**src/rtl/mux_pkt_arbiter_pkg.sv**
```systemverilog
// Shared definitions for the router output-mux packet arbiter:
// flit type codes, type field width and FSM state encodings.
package mux_pkt_arbiter_pkg;

    localparam int TYPEW = 2;

    typedef enum logic [TYPEW-1:0] {
        TYPE_NONE = 2'd0,
        TYPE_HEAD = 2'd1,
        TYPE_DATA = 2'd2,
        TYPE_TAIL = 2'd3
    } flit_type_e;

    typedef enum logic {
        IDLE = 1'b0,
        BUSY = 1'b1
    } state_e;

endpackage

```
**src/rtl/mux_pkt_arbiter_rr_pick2.sv**
```systemverilog
// Combinational 2-way round-robin picker. With both requests active the
// pointer chooses the winner; otherwise the lone requester (if any) wins.
// Kept generic so wider muxes can reuse the same interface later.
module rr_pick2 (
    input  logic [1:0] req,
    input  logic       ptr,
    output logic [1:0] gnt
);

    // Resolve the grant from requests and the round-robin pointer.
    always_comb begin
        gnt = req;
        if (&req) begin
            gnt = ptr ? 2'b10 : 2'b01;
        end
    end

endmodule

```
**src/rtl/mux_pkt_arbiter.sv**
```systemverilog
// Packet-level round-robin arbiter for the 2-input router output mux.
// Grants one input per packet (HEAD..TAIL), drives the registered one-hot
// mux select and gives the owner a ready that follows downstream oready.
// Optional per-input completed-packet counters are built when the macro
// MUX_ARB_STATS_EN is defined; without it there are no counter ports.
module mux_pkt_arbiter
    import mux_pkt_arbiter_pkg::*;
#(
    parameter int SELW = 5
`ifdef MUX_ARB_STATS_EN
   ,parameter int CNTW = 16
`endif
) (
    input  logic             clk,
    input  logic             rst,
    input  logic             ivalid_0,
    input  logic [TYPEW-1:0] itype_0,
    input  logic             ivalid_1,
    input  logic [TYPEW-1:0] itype_1,
    output logic             iready_0,
    output logic             iready_1,
    input  logic             oready,
    output logic [SELW-1:0]  sel,
    output logic             busy,
    output logic             proto_err
`ifdef MUX_ARB_STATS_EN
   ,output logic [CNTW-1:0]  pkt_cnt_0
   ,output logic [CNTW-1:0]  pkt_cnt_1
`endif
);

    state_e           state_q, state_d;
    logic             owner_q;
    logic             rr_ptr_q;
    logic [SELW-1:0]  sel_q;
    logic             perr_q, perr_d;
    logic [1:0]       cand;
    logic [1:0]       gnt;
    logic             own_valid, oth_valid;
    logic [TYPEW-1:0] own_type, oth_type;
    logic             grant;
    logic             xfer;
    logic             tail_xfer;

    // Decode HEAD candidates and steer owner / non-owner input fields.
    always_comb begin
        cand[0]   = ivalid_0 && (itype_0 == TYPE_HEAD);
        cand[1]   = ivalid_1 && (itype_1 == TYPE_HEAD);
        own_valid = owner_q ? ivalid_1 : ivalid_0;
        own_type  = owner_q ? itype_1  : itype_0;
        oth_valid = owner_q ? ivalid_0 : ivalid_1;
        oth_type  = owner_q ? itype_0  : itype_1;
        grant     = (state_q == IDLE) && (|cand);
        xfer      = (state_q == BUSY) && own_valid && oready;
        tail_xfer = xfer && (own_type == TYPE_TAIL);
    end

    rr_pick2 u_pick (
        .req (cand),
        .ptr (rr_ptr_q),
        .gnt (gnt)
    );

    // State register.
    always_ff @(posedge clk) begin
        // NOTE: registers use non-blocking assignment so every flop samples
        // pre-edge values regardless of block ordering.
        if (rst) begin
            state_q <= IDLE;
        end else begin
            state_q <= state_d;
        end
    end

    // Next-state logic: grant a HEAD in IDLE, release on the owner's TAIL.
    always_comb begin
        // NOTE: default assignment first so no path leaves state_d unassigned
        // (which would infer a latch).
        state_d = state_q;
        case (state_q)
            IDLE:    if (|cand)    state_d = BUSY;
            BUSY:    if (tail_xfer) state_d = IDLE;
            default: state_d = IDLE;
        endcase
    end

    // Outputs: only the owner sees ready, and only while downstream is ready.
    always_comb begin
        iready_0 = 1'b0;
        iready_1 = 1'b0;
        perr_d   = 1'b0;
        if (state_q == BUSY) begin
            iready_0 = !owner_q && oready;
            iready_1 =  owner_q && oready;
            perr_d   = oth_valid && ((oth_type == TYPE_DATA) || (oth_type == TYPE_TAIL));
        end else begin
            perr_d   = (ivalid_0 && (itype_0 != TYPE_HEAD))
                    || (ivalid_1 && (itype_1 != TYPE_HEAD));
        end
    end

    // Grant bookkeeping: owner, one-hot select, round-robin pointer, error pulse.
    always_ff @(posedge clk) begin
        if (rst) begin
            owner_q  <= 1'b0;
            rr_ptr_q <= 1'b0;
            sel_q    <= '0;
            perr_q   <= 1'b0;
        end else begin
            perr_q <= perr_d;
            if (grant) begin
                owner_q <= gnt[1];
                sel_q   <= SELW'(gnt);
            end else if (tail_xfer) begin
                sel_q    <= '0;
                rr_ptr_q <= ~owner_q;
            end
        end
    end

    assign sel       = sel_q;
    assign busy      = (state_q == BUSY);
    assign proto_err = perr_q;

`ifdef MUX_ARB_STATS_EN
    // Saturating completed-packet counters, bumped on the owner's TAIL.
    always_ff @(posedge clk) begin
        if (rst) begin
            pkt_cnt_0 <= '0;
            pkt_cnt_1 <= '0;
        end else if (tail_xfer) begin
            if (!owner_q && (pkt_cnt_0 != '1)) pkt_cnt_0 <= pkt_cnt_0 + 1'b1;
            if ( owner_q && (pkt_cnt_1 != '1)) pkt_cnt_1 <= pkt_cnt_1 + 1'b1;
        end
    end
`endif

endmodule

```
**config.mk**
```make
export PLATFORM = sky130hd
export DESIGN_NAME = mux_pkt_arbiter
export DESIGN_NICKNAME = d
export VERILOG_FILES = /design/src/rtl/mux_pkt_arbiter_pkg.sv /design/src/rtl/mux_pkt_arbiter_rr_pick2.sv /design/src/rtl/mux_pkt_arbiter.sv
export SDC_FILE = /design/constraint.sdc
export NUM_CORES = 1
export LEC_CHECK = 0
export ABC_AREA = 1
export CORE_AREA = 8 8 45 47
export CTS_CLUSTER_SIZE = 16
export DETAILED_ROUTE_END_ITERATION = 8
export DIE_AREA = 0 0 53 55
export SYNTH_ARGS = -nofsm -noshare
export SYNTH_HDL_FRONTEND = slang
export SYNTH_SLANG_ARGS = --single-unit
```
**constraint.sdc**
```tcl
create_clock -name clk -period 1.14 [get_ports clk]
set_clock_uncertainty 0.1 [all_clocks]
set_input_delay 0.228 -clock clk [delete_from_list [all_inputs] [get_ports clk]]
set_output_delay 0.228 -clock clk [all_outputs]
set_load 0.03 [all_outputs]
```
; ---- Word level (Yosys, flattened, before mapping)
; Index checks and enable logic that the tools add are counted.
[classes]
eq_ne = 7
muxes = 14
n_bitwise = 3
n_reduce_logical = 18
[op_table]
columns = cell, count
row1 = 2-bit two-way mux, 6
row2 = 1-bit logical AND, 11
row3 = 1-bit two-way mux, 7
row4 = "2-bit equality test, second input constant", 3
row5 = "2-bit by 1-bit equality test with 1-bit output, second input constant", 2
row6 = "2-bit by 1-bit != test with 1-bit output, second input constant", 2
row7 = 2-bit AND reduction, 2
row8 = 1-bit NOT, 3
row9 = 1-bit logical OR, 2
row10 = 1-bit case mux with 2 select lines, 1
row11 = 2-bit nonzero test, 1
row12 = 2-bit OR reduction, 1
row13 = 1-bit zero test, 1
[totals]
register_bits = 6
in_bits = 9
output_inout_bits = 9

; ---- Longest topological paths before layout
; Gate-level depths: netlist of the first run.
[logic_depth]
word_depth = 6
depth_mapped = 8

; ---- By module
; A second synthesis of the first run with hierarchy kept.
[hier_totals]
hier_cells = 63
hier_area_um2 = 404.1
[by_module_without_submodules]
columns = module, n_inst, cells_per_inst, area_per_inst_um2, seq_area_each_um2
row1 = mux_pkt_arbiter, 1, 58, 382.9, 120.1
row2 = rr_pick2, 1, 5, 21.3, 0.0

; ---- Worst setup path before layout of the first run
; OpenSTA, ideal clock, no wires.
[synth_timing]
path_kind = flip-flop to output port
start = register state_q, in the netlist busy
end = output port iready_0
arrival_time_ps = 1114
setup_slack_ps = -302
path_stages_with_launch = 3
path_buffers = 0
cell_sequence = dfxtp_1 -> nand2_1 -> nor2_1
[synth_between]
elab_chain_cells = 1
[synth_lines]
columns = item, line
row1 = from (decl), mux_pkt_arbiter.sv:32  ; state_e state_q, state_d;
row2 = from (signal assigned), mux_pkt_arbiter.sv:71  ; state_q <= state_d;
row3 = 1-bit two-way mux, mux_pkt_arbiter.sv:92  ; if (state_q == BUSY) begin
row4 = to (decl), mux_pkt_arbiter.sv:20  ; output logic iready_0,
; No other way between the ends.

; ---- Final worst setup path of the first run
[layout_timing]
start = register owner_q
end = output port iready_0
[layout_between]
elab_chain_cells = 3
[layout_lines]
columns = item, line
row1 = from (decl), mux_pkt_arbiter.sv:33  ; logic owner_q;
row2 = from (signal assigned), mux_pkt_arbiter.sv:112  ; owner_q <= gnt[1];
row3 = 1-bit zero test, mux_pkt_arbiter.sv:93  ; iready_0 = !owner_q && oready;
row4 = 1-bit logical AND, mux_pkt_arbiter.sv:93
row5 = 1-bit two-way mux, mux_pkt_arbiter.sv:92
; No other way between the ends.

==> Flow_metrics.wiki, run 1 <==
{| class="wikitable"
! Metric !! Value
|-
| Cell-by-cell listing of the critical path || buf_6, nor2_4, buf_6
|-
| Max-capacitance violation count || 0
|-
| GRT overflow || 0
|-
| Cell seen most often among critical-path stages || sky130_fd_sc_hd__buf_6
|-
| Overall power consumption || 0.000584 W
|-
| Startpoint type of the worst setup path || flop
|-
| Combined area of all synthesized cells || about 350 µm²
|-
| Cell variety after synth || 13
|-
| Clock latency on the worst-skew pair || between 0.2 and 0.25 ns
|-
| RSZ-0062 raised after global routing || yes
|-
| CTS clock-pin slew for the worst setup and hold paths || roughly 0.04 ns
|-
| Main combinational cell family by area after synthesis || simple AND/OR/NAND/NOR gates
|-
| Maximum number of pins on one net before global-route repair || 7
|-
| Gate count after technology mapping || 58
|-
| Internal power || between 0.0004 and 0.0005 W
|-
| Launch point of the worst hold path || itype_1[1]
|-
| Number of routed nets with antenna violations || 0
|-
| Per-instance average area after synthesis || 6.04 µm²
|-
| Hold Crit Depth || 5
|-
| Number of clock sinks seen by CTS || 6
|-
| Part of the total power dissipated in sequential elements || 0.394
|-
| Number of I/O port buffers || 14
|-
| Global routing usage summed across all routing layers || 0.0662
|-
| Fraction of final layout cells with drive strength greater than 1 || 0.372
|-
| Fraction of synthesized area in multiplexers || 0
|-
| Run status || finished with violations
|-
| Start-to-end type of the worst setup path || reg2out
|-
| Clock network fraction of design power || 0.327
|-
| Clock tree buffer depth || 2
|-
| Yosys top cell area share || 0.343
|-
| Maximum cell stage delay along the critical path || 0.35 ns
|-
| Post-synthesis compound-gate area fraction || 0.157
|-
| Fraction of synthesis flops using an asynchronous set or reset pin || 0
|-
| Number of design-rule violations left by the first detailed-router iteration || 5
|-
| Drc violations || 0
|-
| Antenna diode count || 0
|-
| Detailed Route WL || 929 µm
|-
| Max Fanout on Critical Path || 3
|-
| Final worst slack || -0.0921 ns
|-
| Hold violation total from the final report || 0
|-
| Via count of the first global-routing pass || between 300 and 400
|-
| Reg-to-reg critical path startpoint || owner_q
|-
| Floorplan Core Area || 0.00138 mm²
|-
| End point of the worst hold path || proto_err
|-
| Vias per Instance || roughly 4.3
|-
| Cell leakage power || around 0.3 nW
|-
| Number of synthesized flops with an enable pin || 0
|-
| Area of all placed cells without fillers || roughly 600 µm²
|-
| Most common cell in the netlist || sky130_fd_sc_hd__nand2_1
|-
| Biggest area consumer among synthesized cells || sky130_fd_sc_hd__dfxtp_1
|-
| FF-to-FF End || sel[0]
|-
| Combinational share of power || 0.279
|-
| Pwr dens || 984 mW/mm²
|-
| Dpl hpwl || around 700 µm
|-
| Placed cell areas || about 510 µm²
|-
| Post-cts hold buffer count || 0
|-
| Psw || 0.000179 W
|-
| # nets final || a little under 90
|-
| Post-DR wirelength/cell || between 9 and 10 µm
|-
| Violated checks || setup timing
|-
| Layout overhead on the synthesized area || 69.3%
|-
| Class of the tightest hold or removal check || in2reg
|-
| Initial Util || 0.253
|-
| VDD IR-drop max || about 540 µV
|-
| Die Footprint || 0.00292 mm²
|-
| IO Pins || 18
|-
| Period utilization || 1.08
|-
| Wire length of the first global-routing pass || approximately 1.4 mm
|-
| Root buffer cell || sky130_fd_sc_hd__clkbuf_4
|-
| Kind of cell with the highest combined delay on the critical path || flip-flops
|-
| Fraction of the mapped netlist area in simple logic gates || 0.318
|-
| Overall die width || 53 µm
|-
| Max H-tree Level || 1
|-
| Crit. End Element || output pin
|-
| First-pass iteration count of the detailed router || 4
|-
| Portion of the post-synthesis area used by sequential elements || 0.343
|-
| Yosys Warn Count || 0
|-
| Worst EP arrival || about 0.90 ns
|-
| Global placer's final weighted congestion || 0.767
|-
| Shortest clock period the worst path allows after layout || about 1.2 ns
|-
| Xor/xnor cell area share of the yosys netlist || 0
|-
| Die Y || 55 µm
|-
| FMAX || 0.812 GHz
|-
| DP Worst Slack || -0.308 ns
|-
| Floorplan row count || 14
|-
| Commonest cells in the synthesized netlist || sky130_fd_sc_hd__nand2_1 (15), sky130_fd_sc_hd__inv_1 (7), sky130_fd_sc_hd__a21oi_1 (6), sky130_fd_sc_hd__dfxtp_1 (6), sky130_fd_sc_hd__nor2_1 (6)
|-
| R2r setup slk || -0.05 ns
|-
| Total number of vias || between 400 and 500
|-
| Antenna violations before repair || 0
|-
| Num CTS Buffers || 3
|-
| Switch share || 0.306
|-
| Area share of fa/ha/maj cells after synthesis || 0
|-
| Combined buffer and inverter count along the critical path || 2
|-
| Clock tree from TritonCTS || yes
|-
| Final slew viol count || 0
|-
| Flop and latch count out of synthesis || 6
|-
| Cell count of the worst reg-to-reg path || 8
|-
| Number of setup violations in the final report || 6
|-
| Synth top area cells || sky130_fd_sc_hd__dfxtp_1 (34%), sky130_fd_sc_hd__nand2_1 (16%), sky130_fd_sc_hd__a21oi_1 (8.6%), sky130_fd_sc_hd__inv_1 (7.5%), sky130_fd_sc_hd__buf_4 (6.4%)
|-
| CP max stage cell || sky130_fd_sc_hd__dfxtp_4
|-
| Required time worst endpoint || between 0.8 and 0.9 ns
|-
| Main flop type after synthesis || sky130_fd_sc_hd__dfxtp_1
|}
## power groups by stage
stage	Clock, W	Combinational, W	Sequential (W)
3_3_place_gp	0	0.000145	0.000238
4_1_cts	0.000198	0.000158	0.000230
6_report	0.000191	0.000163	0.000230
3_5_place_dp	0	0.000145	0.000238
5_1_grt	0.000210	0.000177	0.000232
2_1_floorplan	0	0.0000700	0.000256
## registers in the layout, summed over array words and instances (netlist names)
signal and cells:
busy 1, owner_q 1, proto_err 1, rr_ptr_q 1
sel 2
## per-layer routing
layer	share of wire	track usage	vias to the layer above
li1	-	-	213
met5	0	0	-
met2	0.48	0.102	14
met3	0.080	0.0241	4
met1	0.40	0.0685	171
met4	0.038	0.0647	0
## stage by stage
stage                     std cells  hold WS, ns  setup TNS [ns]  utilization
after floorplan                  60        0.190               0            -
after global placement           88        0.376           -2.10        0.366
after detailed placement         88        0.377           -2.13        0.366
after CTS                        94        0.386          -0.275        0.419
after global routing             94        0.395          -0.594        0.429
final                            94        0.345          -0.269        0.429
## cell families (layout without fill, tap and decap cells)
| logic type | count (synthesis) | count (layout) |
|---|---|---|
| other | 1 | 3 |
| AND/OR/NAND/NOR | 27 | 27 |
| AO/OA/AOI/OAI | 11 | 11 |
| flip-flops | 6 | 6 |
| buffers and inverters | 13 | 31 |
## worst max path at each step
stage                  start  cells after the start  slack, ns       end
global route         owner_q                      7      -0.12  rr_ptr_q
floorplan               busy                      2       0.02  iready_0
CTS                  owner_q                      3      -0.12  iready_0
detailed placement  ivalid_1                      8      -0.31  rr_ptr_q
finish               owner_q                      3      -0.09  iready_0
global placement    ivalid_1                      8      -0.30  rr_ptr_q
## placed cells by master (no fill, tap or decap), types with 4 or more instances in the layout
master                           n
sky130_fd_sc_hd__dlygate4sd2_1   6
sky130_fd_sc_hd__nand2_1        13
sky130_fd_sc_hd__buf_4           7
sky130_fd_sc_hd__nor2_1          4
sky130_fd_sc_hd__dfxtp_1         4
sky130_fd_sc_hd__inv_1           6
## repair_timing
| item | CTS | global route |
|---|---|---|
| buffers inserted | 3 | 0 |
| resized for setup | 16 | 7 |
| hold endpoints to repair | 0 | 0 |
| pin swaps | 3 | 6 |
| setup endpoints to repair | 7 | 8 |
## worst min-delay path, cell delays in order
cell	delay, ns
sky130_fd_sc_hd__dlymetal6s2s_1	0.10
sky130_fd_sc_hd__nand2_1	0.07
sky130_fd_sc_hd__inv_2	0.05
sky130_fd_sc_hd__o21ai_1	0.05
sky130_fd_sc_hd__a21oi_1	0.14
## final cells by class
| cell class | instances | area, µm² |
|---|---|---|
| tap | 16 | 20.0 |
| inverter | 10 | 37.5 |
| multi-input combinational | 41 | 224 |
| fill | 152 | 791 |
| timing repair buffer | 18 | 161 |
| sequential | 6 | 128 |
| clock buffer | 3 | 22.5 |
No activity file was read; power rests on OpenSTA's default activity.
==> run 2, diff against run 1 <==
CORE_AREA = 2 2 39 41   (was 8 8 45 47)
DIE_AREA = 0 0 41 43   (was 0 0 53 55)
==> run 2 against run 1 <==
  * The run still ends with setup timing left
  * Clock-buffer cell count unchanged
  * First-iteration DRC count is 80% lower
  * Die area is 40% lower
  * Setup slack worse by 0.00063 ns
  * Combinational power grew 6%
  * Via count up 0.75%
  * Sequential share of layout area down 1.2 points
  * Global-route usage up 4.8 points
  * Largest cell class unchanged
  * Highest routed layer unchanged
==> Flow_metrics.wiki, run 2 (synthesis results as in run 1) <==
{| class="wikitable"
! Metric !! Value
|-
| Hold violation total from the final report || 0 (unchanged)
|-
| # nets final || 90 (was 89)
|-
| Global routing usage summed across all routing layers || 0.114 (was 0.0662)
|-
| FMAX || 0.811 GHz (was 0.812 GHz)
|-
| Drc violations || 0 (unchanged)
|-
| Met3 capacity usage during global routing || 0.0157 (was 0.0241)
|-
| Max H-tree Level || 1 (unchanged)
|-
| FF/Latch Area || 128 µm² (unchanged)
|-
| Final slew viol count || 0 (unchanged)
|-
| Floorplan row count || 14 (unchanged)
|-
| Max-capacitance violation count || 0 (unchanged)
|-
| Commonest cells after routing, fill and taps aside || sky130_fd_sc_hd__nand2_1 (12), sky130_fd_sc_hd__buf_4 (7), sky130_fd_sc_hd__dlygate4sd2_1 (6), sky130_fd_sc_hd__inv_2 (5), sky130_fd_sc_hd__inv_1 (5) (was sky130_fd_sc_hd__nand2_1 (13), sky130_fd_sc_hd__buf_4 (7), sky130_fd_sc_hd__inv_1 (6), sky130_fd_sc_hd__dlygate4sd2_1 (6))
|-
| Top Usage Layer GRT || met2 (unchanged)
|-
| Number of routed nets with antenna violations || 0 (unchanged)
|-
| Cell count of the worst reg-to-reg path || 9 (was 8)
|-
| Worst EP arrival || 0.90 ns (about the same)
|-
| Antenna diode count || 0 (unchanged)
|-
| Pwr dens || 946 mW/mm² (was 984 mW/mm²)
|-
| Run status || finished with violations (unchanged)
|-
| Die Footprint || 0.00176 mm² (was 0.00292 mm²)
|-
| GRT overflow || 0 (unchanged)
|-
| VDD IR-drop max || 447 µV (was 535 µV)
|-
| Die Y || 43 µm (was 55 µm)
|-
| Start-to-end type of the worst setup path || reg2out (unchanged)
|-
| Period utilization || 1.08 (about the same)
|-
| Final worst slack || -0.0927 ns (was -0.0921 ns)
|-
| Number of setup violations in the final report || 6 (unchanged)
|-
| Post-DR wirelength/cell || 8.88 µm (was 9.88 µm)
|-
| Total of fill cells in the finished design || 151 (was 152)
|-
| Number of clock sinks seen by CTS || 6 (unchanged)
|-
| Required time worst endpoint || 0.81 ns (about the same)
|-
| Via count of the first global-routing pass || 386 (was 382)
|-
| Number of design-rule violations left by the first detailed-router iteration || 1 (was 5)
|-
| CTS clock-pin slew for the worst setup and hold paths || 0.04 ns (about the same)
|-
| Number of placed instances with taps included || 88 (unchanged)
|-
| Dpl hpwl || 636 µm (was 703 µm)
|-
| RSZ-0062 raised after global routing || yes (unchanged)
|-
| Number of I/O port buffers || 14 (unchanged)
|-
| Met2 Track Usage GR || 0.178 (was 0.102)
|-
| Num CTS Buffers || 3 (unchanged)
|-
| Class of the tightest hold or removal check || reg2reg (was in2reg)
|-
| Crit. End Element || output pin (unchanged)
|-
| Initial Util || 0.253 (unchanged)
|-
| Multi-input combinational cell area || 249 µm² (was 224 µm²)
|-
| Clock tree buffer depth || 2 (unchanged)
|-
| Max Fanout on Critical Path || 3 (unchanged)
|-
| Violated checks || setup timing (unchanged)
|-
| Global placer's final weighted congestion || 0.788 (was 0.767)
|-
| Clock tree from TritonCTS || yes (unchanged)
|-
| Grt met1 use || 0.133 (was 0.0685)
|-
| Filler-free cell count of the finished design || 95 (was 94)
|-
| Most frequent standard cell in the layout excluding fill and tap cells || sky130_fd_sc_hd__nand2_1 (unchanged)
|-
| Antenna violations before repair || 0 (unchanged)
|-
| Layout overhead on the synthesized area || 79.6% (was 69.3%)
|-
| Number of flip-flops in the largest register || 2 (unchanged)
|-
| Maximum number of pins on one net before global-route repair || 7 (unchanged)
|-
| Vias per Instance || 4.26 (was 4.28)
|-
| Clock latency on the worst-skew pair || 0.24 ns (about the same)
|-
| Wire length of the first global-routing pass || 1.37 mm (was 1.45 mm)
|-
| Cell leakage power || 0.328 nW (was 0.309 nW)
|-
| Floorplan Core Area || 0.00138 mm² (unchanged)
|-
| Shortest clock period the worst path allows after layout || 1.23 ns (about the same)
|-
| Worst hold slack || 0.370 ns (was 0.345 ns)
|-
| Overall die width || 41 µm (was 53 µm)
|-
| Fraction of final layout cells with drive strength greater than 1 || 0.456 (was 0.372)
|-
| First-pass iteration count of the detailed router || 2 (was 4)
|-
| Root buffer cell || sky130_fd_sc_hd__clkbuf_4 (unchanged)
|-
| Hold Crit Depth || 2 (was 5)
|-
| Detailed Route WL || 844 µm (was 929 µm)
|-
| IO Pins || 18 (unchanged)
|-
| Total number of vias || 405 (was 402)
|-
| Startpoint type of the worst setup path || flop (unchanged)
|}
run 2: changes by cell type in the layout (fill, tap and decap cells not counted), sizes merged:
cell    previous run  this run
inv                9        10
clkinv             1         0
buf               10        11
run 2: critical path, cell delays in order (launching register included):
cell and delay (ns):
sky130_fd_sc_hd__dfxtp_4 0.35, sky130_fd_sc_hd__buf_6 0.12, sky130_fd_sc_hd__nor2_4 0.07, sky130_fd_sc_hd__buf_6 0.13
run 2: power by group:
group | total [W] | switching [W] | leakage [nW] | internal [W]
clock | 0.000191 | 0.0000725 | 0.0138 | 0.000119
sequential | 0.000231 | 0.00000908 | 0.0505 | 0.000221
combinational | 0.000173 | 0.000103 | 0.264 | 0.0000704
total | 0.000595 | 0.000184 | 0.328 | 0.000411
run 2: cell type report:
class,count,area share
clock buffer,3,0.0358
inverter,10,0.0596
multi-input combinational,41,0.396
sequential,6,0.203
tap,16,0.0318
timing repair buffer,19,0.274
run 2: metrics by stage:
| stage | setup TNS, ns | setup slack [ns] | utilization | instance area (µm²) | power, W |
|---|---|---|---|---|---|
| 3_3_place_gp | -2.11 | -0.306 | 0.366 | 507 | 0.000382 |
| 3_5_place_dp | -2.14 | -0.308 | 0.366 | 507 | 0.000382 |
| 4_1_cts | -0.299 | -0.117 | 0.426 | 589 | 0.000593 |
| 2_1_floorplan | 0 | 0.0160 | - | 377 | 0.000326 |
| 6_report | -0.244 | -0.0927 | 0.455 | 629 | 0.000595 |
| 5_1_grt | -0.580 | -0.123 | 0.455 | 629 | 0.000628 |
run 2: per-layer routing:
| layer | routed length [µm] | vias up |
|---|---|---|
| met5 | 0 | - |
| met4 | 19 | 0 |
| met3 | 39 | 2 |
| met2 | 433 | 11 |
| met1 | 352 | 176 |
| li1 | - | 216 |
run 2: final timing paths:
path         startpoint  endpoint  slack, ns
min reg2reg      sel[0]    sel[0]       0.37
max             owner_q  iready_0      -0.09
min              sel[0]    sel[0]       0.37
max reg2reg     owner_q  rr_ptr_q      -0.05
run 2: what timing repair did:
item	CTS	global route
hold endpoints to repair	0	0
hold buffers	0	0
setup buffers	4	0
endpoints found under the setup margin	7	8
pin swaps	3	9
resized for setup	17	14
